==> src/rtl/spi_boot_loader_pkg.sv <==
// Shared constants, statusreg encodings and loader state enum for the SPI boot loader.
package spi_boot_loader_pkg;

  localparam logic [7:0]  CMD17_OP   = 8'h51;
  localparam logic [7:0]  DATA_TOKEN = 8'hFE;
  localparam logic [7:0]  R1_OK      = 8'h00;
  localparam logic [7:0]  BYTE_IDLE  = 8'hFF;
  localparam logic [47:0] IWAIT      = 48'hFFFF_FFFF_FFFF;

  // div 1:4, rd=1, MSB-first, op=1
  localparam logic [7:0]  STATUS_RD  = 8'b1010_1011;
  localparam logic [7:0]  STATUS_OFF = 8'h00;

  typedef enum logic [3:0] {
    ST_IDLE,
    ST_CMD,
    ST_R1WAIT,
    ST_TOKEN,
    ST_DATA,
    ST_CRC,
    ST_NEXT,
    ST_DONE,
    ST_ERR
  } boot_state_e;

  function automatic logic [47:0] cmd17_frame(input logic [31:0] arg);
    return {CMD17_OP, arg, 8'hFF};
  endfunction

endpackage

==> src/rtl/spi_byte_packer.sv <==
// Packs four received bytes big-endian into a 32-bit word with a one-cycle valid strobe.
module spi_byte_packer (
  input  logic        clk_i,
  input  logic        rst_i,
  input  logic        clear_i,
  input  logic        byte_vld_i,
  input  logic [7:0]  byte_i,
  output logic [31:0] word_o,
  output logic        word_vld_o
);

  logic [23:0] shift_q;
  logic [1:0]  cnt_q;
  logic [31:0] word_q;
  logic        vld_q;

  always_ff @(posedge clk_i or posedge rst_i) begin
    if (rst_i) begin
      shift_q <= '0;
      cnt_q   <= '0;
      word_q  <= '0;
      vld_q   <= 1'b0;
    end else begin
      vld_q <= 1'b0;
      if (clear_i) begin
        cnt_q <= '0;
      end else if (byte_vld_i) begin
        shift_q <= {shift_q[15:0], byte_i};
        cnt_q   <= cnt_q + 2'd1;
        if (cnt_q == 2'd3) begin
          word_q <= {shift_q, byte_i};
          vld_q  <= 1'b1;
        end
      end
    end
  end

  assign word_o     = word_q;
  assign word_vld_o = vld_q;

endmodule

==> src/rtl/spi_boot_loader.sv <==
// Reads consecutive sectors with CMD17 through the SPI engine and writes them into boot RAM.
module spi_boot_loader
  import spi_boot_loader_pkg::*;
#(
  parameter logic [31:0] START_SECTOR  = 32'h0000_4200,
  parameter int          NUM_SECTORS   = 16,
  parameter int          ADDR_W        = 12,
  parameter int          R1_TIMEOUT    = 8,
  parameter int          TOKEN_TIMEOUT = 1024,
  parameter int          MAX_RETRY     = 3
) (
  input  logic              spi_clk_i,
  input  logic              spi_rst_i,
  input  logic              spi_initdone_i,
  input  logic              spi_start_i,
  input  logic [2:0]        spi_flagreg_i,
  input  logic [7:0]        spi_rxbyte_i,
  output logic [47:0]       spi_datacmd_o,
  output logic [7:0]        spi_statusreg_o,
  output logic              spi_req_o,
  output logic              mem_we_o,
  output logic [ADDR_W-1:0] mem_addr_o,
  output logic [31:0]       mem_data_o,
  output logic              busy_o,
  output logic              boot_done_o,
  output logic              boot_err_o
);

  localparam int RETRY_W = (MAX_RETRY < 1) ? 1 : $clog2(MAX_RETRY + 1);

  boot_state_e         state_q, state_d;
  logic [31:0]         sector_q, sector_d;
  logic [15:0]         remain_q, remain_d;
  logic [RETRY_W-1:0]  retry_q, retry_d;
  logic [ADDR_W-1:0]   addr_q, addr_d;
  logic [ADDR_W-1:0]   base_q, base_d;
  logic [10:0]         tmo_q, tmo_d;
  logic [8:0]          byte_q, byte_d;
  logic                req_q, req_d;

  logic        rx_vld;
  logic        do_retry;
  logic [10:0] tmo_inc;
  logic [31:0] word;
  logic        word_vld;
  logic        unused_flag;

  assign unused_flag = spi_flagreg_i[2];
  assign rx_vld      = spi_flagreg_i[0];

  spi_byte_packer u_packer (
    .clk_i      (spi_clk_i),
    .rst_i      (spi_rst_i),
    .clear_i    (state_q == ST_CMD),
    .byte_vld_i (rx_vld && (state_q == ST_DATA)),
    .byte_i     (spi_rxbyte_i),
    .word_o     (word),
    .word_vld_o (word_vld)
  );

  always_ff @(posedge spi_clk_i or posedge spi_rst_i) begin
    if (spi_rst_i) begin
      state_q  <= ST_IDLE;
      sector_q <= START_SECTOR;
      remain_q <= 16'(NUM_SECTORS);
      retry_q  <= '0;
      addr_q   <= '0;
      base_q   <= '0;
      tmo_q    <= '0;
      byte_q   <= '0;
      req_q    <= 1'b0;
    end else begin
      state_q  <= state_d;
      sector_q <= sector_d;
      remain_q <= remain_d;
      retry_q  <= retry_d;
      addr_q   <= addr_d;
      base_q   <= base_d;
      tmo_q    <= tmo_d;
      byte_q   <= byte_d;
      req_q    <= req_d;
    end
  end

  always_comb begin
    state_d  = state_q;
    sector_d = sector_q;
    remain_d = remain_q;
    retry_d  = retry_q;
    addr_d   = addr_q;
    base_d   = base_q;
    tmo_d    = tmo_q;
    byte_d   = byte_q;
    req_d    = 1'b0;
    do_retry = 1'b0;
    tmo_inc  = tmo_q + 11'd1;

    unique case (state_q)
      ST_IDLE: begin
        if (spi_start_i && spi_initdone_i) begin
          state_d = ST_CMD;
          req_d   = 1'b1;
        end
      end
      ST_CMD: begin
        if (spi_flagreg_i[1]) begin
          state_d = ST_R1WAIT;
          tmo_d   = '0;
        end
      end
      ST_R1WAIT: begin
        if (rx_vld) begin
          if (spi_rxbyte_i == BYTE_IDLE) begin
            tmo_d = tmo_inc;
            if (tmo_inc == 11'(R1_TIMEOUT)) do_retry = 1'b1;
          end else if (spi_rxbyte_i == R1_OK) begin
            state_d = ST_TOKEN;
            tmo_d   = '0;
          end else begin
            do_retry = 1'b1;
          end
        end
      end
      ST_TOKEN: begin
        if (rx_vld) begin
          if (spi_rxbyte_i == BYTE_IDLE) begin
            tmo_d = tmo_inc;
            if (tmo_inc == 11'(TOKEN_TIMEOUT)) do_retry = 1'b1;
          end else if (spi_rxbyte_i == DATA_TOKEN) begin
            state_d = ST_DATA;
            byte_d  = '0;
          end else begin
            do_retry = 1'b1;
          end
        end
      end
      ST_DATA: begin
        if (rx_vld) begin
          if (byte_q == 9'd511) begin
            state_d = ST_CRC;
            byte_d  = '0;
          end else begin
            byte_d = byte_q + 9'd1;
          end
        end
      end
      ST_CRC: begin
        if (rx_vld) begin
          if (byte_q == 9'd1) state_d = ST_NEXT;
          else                byte_d  = byte_q + 9'd1;
        end
      end
      ST_NEXT: begin
        // the last word of the sector was written in the first CRC cycle, so addr_q is the next base
        sector_d = sector_q + 32'd1;
        remain_d = remain_q - 16'd1;
        retry_d  = '0;
        base_d   = addr_q;
        if (remain_q == 16'd1) begin
          state_d = ST_DONE;
        end else begin
          state_d = ST_CMD;
          req_d   = 1'b1;
        end
      end
      default: ;
    endcase

    if (word_vld) addr_d = addr_q + 1'b1;

    if (do_retry) begin
      if (retry_q == RETRY_W'(MAX_RETRY)) begin
        state_d = ST_ERR;
      end else begin
        retry_d = retry_q + 1'b1;
        addr_d  = base_q;
        state_d = ST_CMD;
        req_d   = 1'b1;
      end
    end
  end

  always_comb begin
    busy_o = (state_q != ST_IDLE) && (state_q != ST_DONE) && (state_q != ST_ERR);
  end

  assign spi_datacmd_o   = busy_o ? cmd17_frame(sector_q) : IWAIT;
  assign spi_statusreg_o = busy_o ? STATUS_RD : STATUS_OFF;
  assign spi_req_o       = req_q;
  assign mem_we_o        = word_vld;
  assign mem_addr_o      = addr_q;
  assign mem_data_o      = word;
  assign boot_done_o     = (state_q == ST_DONE);
  assign boot_err_o      = (state_q == ST_ERR);

endmodule

==> config.mk <==
export PLATFORM = sky130hd
export DESIGN_NAME = spi_boot_loader
export DESIGN_NICKNAME = d
export VERILOG_FILES = /design/src/rtl/spi_boot_loader_pkg.sv /design/src/rtl/spi_byte_packer.sv /design/src/rtl/spi_boot_loader.sv
export SDC_FILE = /design/constraint.sdc
export NUM_CORES = 1
export LEC_CHECK = 0
export ABC_CLOCK_PERIOD_IN_PS = 6970
export BUFFER_PORTS_ARGS = -buffer_cell sky130_fd_sc_hd__buf_2
export CORE_ASPECT_RATIO = 1.5
export CORE_MARGIN = 1
export CORE_UTILIZATION = 55
export CTS_CLUSTER_DIAMETER = 30
export CTS_CLUSTER_SIZE = 16
export DETAILED_ROUTE_END_ITERATION = 16
export PLACE_DENSITY = 0.88
export SLEW_MARGIN = 5
export SYNTH_ARGS = -nofsm -noshare
export SYNTH_HDL_FRONTEND = slang
export SYNTH_HIERARCHICAL = 1
export SYNTH_SLANG_ARGS = --single-unit
==> constraint.sdc <==
create_clock -name spi_clk_i -period 6.97 [get_ports spi_clk_i]
set_clock_uncertainty 0.05 [all_clocks]
set_input_delay 1.394 -clock spi_clk_i [delete_from_list [all_inputs] [get_ports spi_clk_i]]
set_output_delay 1.394 -clock spi_clk_i [all_outputs]
set_load 0.005 [all_outputs]
# Yosys cells after proc, flatten, opt, wreduce, memory -nomap -nowiden
# Cells that the tools add are included.
# word_totals
reg_bits	158
latchBits	0
ramBits	0
mem_bits_ro	0
elab_cells	136
mem_count	0
# op_classes
add_sub_neg	7
mul	0
n_div	0
order_cmp	0
eq_ne	41
shifts	0
mux	58
bitwise_logic	1
n_reduce_logical	16
# op_table
operator	count
two-way mux 11 bit	6
two-way mux 9 bit	7
two-way mux 4 bit	14
two-way mux 48 bit	1
two-way mux 12 bit	3
inequality test 3 bit (second input constant)	12
one-hot mux 11 bit (3 select lines)	1
adder 32 x 1 -> 32 bit (second input constant)	1
one-hot mux 4 bit (7 select lines)	1
one-hot mux 9 bit (3 select lines)	1
inequality test 2 bit (second input constant)	9
== test 16 x 1 -> 1 bit (second input constant)	1
== test 4 x 3 -> 1 bit (second input constant)	4
== test 8 bit (second input constant)	2
subtractor 16 x 1 -> 16 bit (second input constant)	1
two-way mux 1 bit	15
AND reduction 13 bit	1
adder 12 x 1 -> 12 bit (second input constant)	1
adder 11 x 1 -> 11 bit (second input constant)	1
== test 11 bit (second input constant)	1
== test 11 x 4 -> 1 bit (second input constant)	1
two-way mux 2 bit	5
adder 9 x 1 -> 9 bit (second input constant)	1
== test 9 x 1 -> 1 bit (second input constant)	1
other kinds (24)	32

# Longest topological paths before layout
# Gate-level depths: netlist (run 1).
# logic_depth
word_depth	8
mapped_depth	12
ltp_nobuf	12

# By module
# The synthesis (run 1) kept the hierarchy.
# modules_own_cells
mod	instances	cells_per_inst	area_each_um2	seq_area_each_um2
spi_boot_loader	1	548	5484.0	2481.1
spi_byte_packer	1	130	2224.6	1476.4

# Least setup slack after synthesis (run 1)
# Ideal clock, no wire load.
# synth_path
kind	input-to-reg
startpoint	in spi_rxbyte_i[6]
endpoint	reg addr_q[10] (netlist: mem_addr_o[10])
arrival_time_ns	3.152
required_ns	6.795
path_slack_ns	3.643
cell_stages	9
n_path_buf	1
path_cell_list	and4_1 nand4_1 or2_2 nor4_1 a22o_1 o211ai_4 nor2_8 buf_12 mux2_4
# synth_between
elab_chain_len	6
# synth_rtl
item	line	text
start: declaration	spi_boot_loader.sv:17	input logic [7:0] spi_rxbyte_i,
== test 8 bit or logical NOT 8 bit (tied branches)	spi_boot_loader.sv:129, spi_boot_loader.sv:116	
two-way mux 1 bit, on equally long branches	spi_boot_loader.sv:129, spi_boot_loader.sv:116	
two-way mux 1 bit, on equally long branches	spi_boot_loader.sv:126, spi_boot_loader.sv:113	
two-way mux 1 bit, on equally long branches	spi_boot_loader.sv:125, spi_boot_loader.sv:112	
one-hot mux 1 bit (2 select lines) (*)	spi_boot_loader.sv:98	unique case (state_q)
two-way mux 12 bit (*)	spi_boot_loader.sv:171	if (do_retry) begin
named net addr_d[10]	spi_boot_loader.sv:35	logic [ADDR_W-1:0] addr_q, addr_d;
end signal: assignment	spi_boot_loader.sv:77	addr_q <= addr_d;
end: declaration	spi_boot_loader.sv:35	
# Mark *: on every way through the listed nets, which the timed path passes. The rest lies on a longest branch.
# A chain may end at the register's enable or synchronous reset.

# Worst setup path after layout (run 1)
# layout_path
startpoint	reg state_q[0]
endpoint	out spi_datacmd_o[41]
# layout_between
elab_chain_len	4
# layout_rtl
item	line	text
start: declaration	spi_boot_loader.sv:31	boot_state_e state_q, state_d;
start signal: assignment	spi_boot_loader.sv:73	state_q <= state_d;
inequality test 4 x 3 -> 1 bit or nonzero test 4 bit (tied branches)	spi_boot_loader.sv:184	busy_o = (state_q != ST_IDLE) && (state_q != ST_DONE) && (state_q != ST_ERR);
logical AND 1 bit	spi_boot_loader.sv:184	
logical AND 1 bit (*)	spi_boot_loader.sv:184	
two-way mux 48 bit (*)	spi_boot_loader.sv:187	assign spi_datacmd_o = busy_o ? cmd17_frame(sector_q) : IWAIT;
end: declaration	spi_boot_loader.sv:18	output logic [47:0] spi_datacmd_o,
# Every way passes the cells marked *; elsewhere a longest branch is shown, timed or not.

==> results of run 1 <==
## worst paths after layout
path	startpoint	endpoint	slack, ps	depth (start not counted)
max	state_q[0]	spi_datacmd_o[41]	2960	4
min	remain_q[15]	remain_q[15]	420	1
max reg2reg	state_q[2]	u_packer/word_o[14]	3780	5
min reg2reg	remain_q[15]	remain_q[15]	420	1
max in group asynchronous	spi_rst_i	base_q[3]	4730	3
min in group asynchronous	spi_rst_i	byte_q[2]	900	2
## sequential cells by signal (all words and copies together) (netlist names)
register,cells
byte_q,9
u_packer/word_vld_o,1
remain_q,16
sector_q,32
base_q,12
u_packer/shift_q,24
mem_addr_o,12
tmo_q,11
retry_q,2
state_q,4
spi_req_o,1
u_packer/cnt_q,2
u_packer/word_o,32
## final cells by class
cell class                 count  share of cell area
clock inverter                10             0.01611
multi-input combinational    464              0.3875
timing repair buffer         110             0.06442
inverter                      16            0.007127
sequential                   158              0.4508
tap                          162             0.02309
clock buffer                  20             0.05088
## stage by stage
stage	instances	worst slack (ps)	hold slack [ps]	util	instance area, µm²
final	940	2959	415.0	0.6456	8778
after detailed placement	910	3202	400.5	0.6023	8190
after CTS	940	2970	414.3	0.6456	8778
after global routing	940	2675	433.1	0.6456	8778
after global placement	910	3304	398.8	0.6023	8190
after floorplan	690	2941	383.1	-	7754
## worst max-delay path: stages, from the launching register on
cell     delay, ps
dfrtp_1        740
and4b_1        850
nor2_1         260
inv_1          170
buf_2          130
## cells in the mapped netlist (all sizes together) (16+ instances only)
cell / count
or3: 34
inv: 16
o21ai: 31
buf: 37
nor2: 37
nand2: 42
mux2: 83
xnor2: 37
and3: 20
nand3: 28
nor3: 17
xor2: 24
dfrtp: 155
## cell families after synthesis
family / count (synthesis)
and+or+nand+nor: 227
AOI/OAI and AO/OA: 64
xor gates and xnor gates: 61
buffers and inverters: 68
other: 2
DFF: 158
adders and majority gates: 10
muxes: 88
## layer usage
layer	routed length [µm]	global-route usage	up-vias	share of wire
met5	0	0	-	0
met2	7928	0.3845	175	0.53
met4	218	0.07090	0	0.014
li1	-	-	2499	-
met1	6077	0.2573	2615	0.40
met3	816	0.06089	21	0.054
## power groups by stage
| stage | sequential [µW] | clock (µW) | combinational [µW] |
|---|---|---|---|
| after floorplan | 1180 | 0 | 250 |
| after detailed placement | 1190 | 0 | 418 |
| final | 1180 | 929 | 419 |
| after global placement | 1180 | 0 | 401 |
| after CTS | 1180 | 939 | 424 |
| after global routing | 1200 | 978 | 455 |
==> results by group, run 1 <==
Pwr
  – Power Density: 288.1 nW/µm²
  – Sw power: 654.3 µW
  – Max VDD drop: 252.4 µV
  – Design Power: 2529 µW
  – Clock power share: 0.367
  – Pint: 1875 µW
  – Sequential power share: 0.467
  – Leakage: 0.004438 µW
  – Combinational share of power: 0.166
  – Sw Share: 0.2587

Logic synthesis
  – Multiplexer share of the synthesized area: 0.1316
  – Synth area leader: dfrtp_1
  – Top_reg_cell synth: dfrtp_1
  – Synth Cell Area: 7709 µm²
  – Synth Register Bits: 158
  – Netlist cell types: 60
  – Synth warn: 6
  – Synth Area in XOR/XNOR: 0.06931
  – Area share of the largest cell type after synthesis: 0.5032
  – Part of the Yosys area used for sequential elements: 0.5134
  – Simple-gate area share of the yosys netlist: 0.1618
  – Number of synthesized flops with an enable pin: 0
  – Asr flop ratio synth: 1.000
  – Ranking of synthesized cells by area: dfrtp_1 50%, mux2_2 11%, xnor2_1 4.2%
  – Synth Area in Adders: 0.01623
  – Syn_area_per_cell: 11.37 µm²
  – Main combinational cell family by area after synthesis: simple AND/OR/NAND/NOR gates
  – Post-Synthesis Cells: 678
  – Post-synthesis compound-gate area fraction: 0.05486

Clock tree
  – CTS tree: done
  – Hold bufs inserted after CTS: 0
  – Worst-path clk slew: 60 ps
  – Clock Tree Root: clkbuf_16
  – Worst-Skew Late Latency: 420 ps
  – Bufs on Longest Clock Path: 2
  – Cts repair resizes: 0
  – # Post-CTS Setup Buffers: 0
  – Clock sinks: 158
  – H-Tree Depth: 4
  – TritonCTS Buffers: 17

STA
  – Tmin final: 4011 ps
  – Max_slew headroom: 0.2397
  – Slew @ Worst Pin: 1140 ps
  – Setup TNS: 0 ps
  – Final setup vio count: 0
  – Final worst-path cycle share: 0.5755
  – RSZ-0062 raised after global routing: no
  – Final hold vios: 0
  – Final Max Tran Viols: 0
  – Maximum clock frequency: 0.2493 GHz

Floorplan
  – IO Count: 120
  – Die width: 98.67 µm
  – Initial Utilization: 0.5669
  – Core box area: 13,600 µm²
  – DIE AREA: 14,500 µm²
  – Row cnt: 52
  – Chip height: 147.0 µm

Global route
  – Largest net degree at the start of global routing: 79
  – Initial antenna violation count: 0
  – First-pass GRT wire length: 25,250 µm
  – Vias in the first global route: 5,300
  – Gr ovfl total: 0
  – GRT Total Usage: 0.2186

Route
  – Antenna Nets Post-Route: 0
  – DR DRC count: 0
  – Drt first pass iters: 6
  – Via density: 5.649
  – Total length of routed wires: 15,040 µm
  – Vias: 5,310
  – Detailed Route Iter0 Violations: 254
  – Drt wl/cell: 16.00 µm

Placed design
  – GP Congestion: 0.8491
  – Port bufs: 104
  – Post-detail-place hpwl: 10,040 µm

Hold path
  – Hold Path Class: flip-flop to flip-flop

Setup path
  – Setup Crit Path Kind: flip-flop to output port
  – CP endpoint kind: output port
  – CP max FO: 33
  – WP data required: 5530 ps
  – Startpoint Class: flip-flop
  – CP arrival: 2570 ps

Layout
  – Fillers: 1,023
  – Area delta synth->final: 13.88%
  – Leading cell type in the layout, fill and taps excluded: dfrtp_1
  – Share of layout cells above drive strength 1: 0.3098
  – Antenna cells: 0
  – Final #Nets: 792
  – Leading cell types in the layout, fill and taps excluded: 155 x dfrtp_1, 104 x buf_2, 75 x mux2_2, 42 x nand2_1, 37 x xnor2_1
  – Multi-input gate area: 3402 µm²
  – Register area: 3958 µm²

Run status
  – Status: completed

Flow run
  – Max cap viols: 0
No activity file was read; power rests on OpenSTA's default activity.
==> inputs of run 2 (changes only) <==
--- a/config.mk
+++ b/config.mk
@@ -5,15 +5,16 @@
 export SDC_FILE = /design/constraint.sdc
 export NUM_CORES = 1
 export LEC_CHECK = 0
-export ABC_CLOCK_PERIOD_IN_PS = 6970
+export ABC_AREA = 1
+export ABC_CLOCK_PERIOD_IN_PS = 3200
 export BUFFER_PORTS_ARGS = -buffer_cell sky130_fd_sc_hd__buf_2
 export CORE_ASPECT_RATIO = 1.5
 export CORE_MARGIN = 1
-export CORE_UTILIZATION = 55
+export CORE_UTILIZATION = 52
 export CTS_CLUSTER_DIAMETER = 30
 export CTS_CLUSTER_SIZE = 16
 export DETAILED_ROUTE_END_ITERATION = 16
-export PLACE_DENSITY = 0.88
+export PLACE_DENSITY = 0.87
 export SLEW_MARGIN = 5
 export SYNTH_ARGS = -nofsm -noshare
 export SYNTH_HDL_FRONTEND = slang
==> constraint.sdc (replaced) <==
create_clock -name spi_clk_i -period 3.2 [get_ports spi_clk_i]
set_clock_uncertainty 0.05 [all_clocks]
set_input_delay 0.64 -clock spi_clk_i [delete_from_list [all_inputs] [get_ports spi_clk_i]]
set_output_delay 0.64 -clock spi_clk_i [all_outputs]
set_load 0.005 [all_outputs]
==> run 2 against run 1 <==
Compared with the run above:
- global-route usage rose by 0.98 points
- clock-buffer cell count down 3
- critical path type unchanged
- sequential power rose by 69%
- first-iteration DRC count is 90% higher
- flip-flop and latch count stayed put
- combinational power is 84% lower
- wire length up 18%
- largest power group is now the clock network
- register-to-register slack lost 3100 ps
==> results by group, run 2 <==
Run status
  – Status: completed

Setup path
  – Setup Crit Path Kind: flip-flop to output port
  – Worst Reg-to-Reg Cells: 17
  – WP data required: 2510 ps
  – Critical path origin: state_q[0]
  – Worst setup path endpoint: spi_datacmd_o[37]
  – CP arrival: 1930 ps
  – Startpoint Class: flip-flop
  – CP endpoint kind: output port
  – Reg2Reg Setup Slack: 640 ps
  – R2R Path End: state_q[1]
  – CP max FO: 35
  – R2R Path Start: tmo_q[0]

Clock tree
  – Cts repair resizes: 0
  – Clock Tree Root: clkbuf_16
  – # Post-CTS Setup Buffers: 0
  – Worst-Skew Late Latency: 420 ps
  – CTS tree: done
  – Bufs on Longest Clock Path: 2
  – Worst-path clk slew: 60 ps
  – Hold bufs inserted after CTS: 0
  – Clock sinks: 158
  – TritonCTS Buffers: 17
  – H-Tree Depth: 4

Pwr
  – Power Density: 445.2 nW/µm²
  – Max VDD drop: 359.8 µV
  – Leakage: 0.004937 µW
  – Design Power: 4124 µW

STA
  – Final hold vios: 0
  – Final Max Tran Viols: 0
  – Max_slew headroom: 0.4790
  – Final setup vio count: 0
  – Slew @ Worst Pin: 780.3 ps
  – RSZ-0062 raised after global routing: no
  – Maximum clock frequency: 0.3810 GHz
  – Setup TNS: 0 ps
  – Final worst-path cycle share: 0.8202
  – Tmin final: 2625 ps

Layout
  – Leading cell types in the layout, fill and taps excluded: 288 x nand2_1, 155 x dfrtp_1, 109 x inv_1, 104 x buf_2, 68 x nand3_1
  – Share of layout cells above drive strength 1: 0.1779
  – Area delta synth->final: 14.02%
  – Leading cell type in the layout, fill and taps excluded: nand2_1
  – Antenna cells: 0
  – Final #Nets: 1,108

Logic synthesis
  – Synth area leader: dfrtp_1
  – Asr flop ratio synth: 1.000
  – Cell with the most instances after synthesis: nand2_1
  – Area share of the largest cell type after synthesis: 0.4774
  – Post-synth top cells: 288 x nand2_1, 155 x dfrtp_1, 111 x inv_1
  – Synth Register Bits: 158
  – Synth Cell Area: 8124 µm²
  – Syn_area_per_cell: 8.190 µm²
  – Post-Synthesis Cells: 992
  – Ranking of synthesized cells by area: dfrtp_1 48%, nand2_1 13%, inv_1 5.1%
  – Part of the Yosys area used for sequential elements: 0.4871
  – Top_reg_cell synth: dfrtp_1
  – Number of synthesized flops with an enable pin: 0
  – Synth warn: 6
  – Netlist cell types: 38

Route
  – Drt first pass iters: 7
  – Total length of routed wires: 17,690 µm
  – Drt wl/cell: 13.66 µm
  – Via density: 5.214
  – Vias: 6,752
  – Antenna Nets Post-Route: 0
  – DR DRC count: 0
  – Detailed Route Iter0 Violations: 483

Placed design
  – Post-detail-place hpwl: 12,410 µm
  – Port bufs: 104
  – GP Congestion: 0.9239

Floorplan
  – Initial Utilization: 0.5342
  – Row cnt: 55
  – Die width: 104.1 µm
  – Core box area: 15,210 µm²
  – IO Count: 120
  – Chip height: 155.1 µm
  – DIE AREA: 16,140 µm²

Global route
  – Vias in the first global route: 6,525
  – Largest net degree at the start of global routing: 40
  – Gr ovfl total: 0
  – Initial antenna violation count: 0
  – First-pass GRT wire length: 29,730 µm
  – GRT Total Usage: 0.2283

Hold path
  – Hold Path Class: input port to async pin

Flow run
  – Max cap viols: 0
## run 2: cell count changes after synthesis, moves of 10 or more
cell / before / now
nand2_1: 42 / 288
inv_1: 16 / 111
mux2_2: 75 / 0
nand3_1: 27 / 68
or3_1: 34 / 0
xnor2_1: 37 / 3
nand4_1: 7 / 40
nor2_1: 36 / 67
xor2_1: 24 / 46
and3_1: 19 / 0
buf_2: 6 / 16
## run 2: layout make-up
type	instances	area, µm²
clock inverters	15	173.9
flip-flops and latches	158	3958
inverters	119	450.4
multi-input cells	672	3391
fillers	1301	5946
well taps	199	249.0
clock buffers	17	425.4
repair buffers	115	615.6
## run 2: critical path, cell delays in order (launching register included)
cell and delay, ps:
dfrtp_1 480, nor2_1 220, inv_1 90, nor2_1 210
nor2_2 60, buf_4 240, nand2_1 100, buf_2 110
## run 2: worst min-delay path by stage
stage	cells past startpoint	from	slack, ps	endpoint
detailed placement	2	u_packer/word_o[0]	400	u_packer/word_o[0]
global route	2	spi_rst_i	360	base_q[1]
floorplan	1	sector_q[13]	390	sector_q[13]
finish	2	spi_rst_i	310	base_q[1]
CTS	2	spi_rst_i	330	base_q[1]
global placement	2	u_packer/word_o[16]	400	u_packer/word_o[16]
## run 2: cell families after synthesis
group / count (synthesis) / share of synthesized area
AOI/OAI and AO/OA: 68 / 0.04482
DFF: 158 / 0.4871
xor gates and xnor gates: 49 / 0.05283
other: 2 / 0.0009244
and+or+nand+nor: 531 / 0.2966
adders and majority gates: 10 / 0.01540
buffers and inverters: 174 / 0.1023
## run 2: power by group
group / internal, µW / leakage [µW] / switching [µW] / total, µW
registers: 2000 / 0.00206 / 0.121 / 2000
clock network: 1180 / 0.000293 / 878 / 2060
logic: 14.1 / 0.00258 / 54.9 / 69.1
total: 3190 / 0.00494 / 933 / 4120
## run 2: per-layer routing
metal  GRT usage  routed length, µm
met1      0.2628               7195
met2      0.4194               9531
met3     0.04525                688
met4     0.08163                273
met5           0                  0
## run 2: through the flow
stage | utilization | area (µm²) | setup WS [ps] | hold slack (ps) | std cells
6_report | 0.6091 | 9263 | 575.5 | 313.1 | 1295
4_1_cts | 0.6091 | 9263 | 589.6 | 325.8 | 1295
5_1_grt | 0.6091 | 9263 | 352.6 | 358.2 | 1295
3_3_place_gp | 0.5696 | 8663 | 703.6 | 398.7 | 1263
2_1_floorplan | - | 8173 | 1054 | 391.6 | 1004
3_5_place_dp | 0.5696 | 8663 | 598.7 | 402.7 | 1263
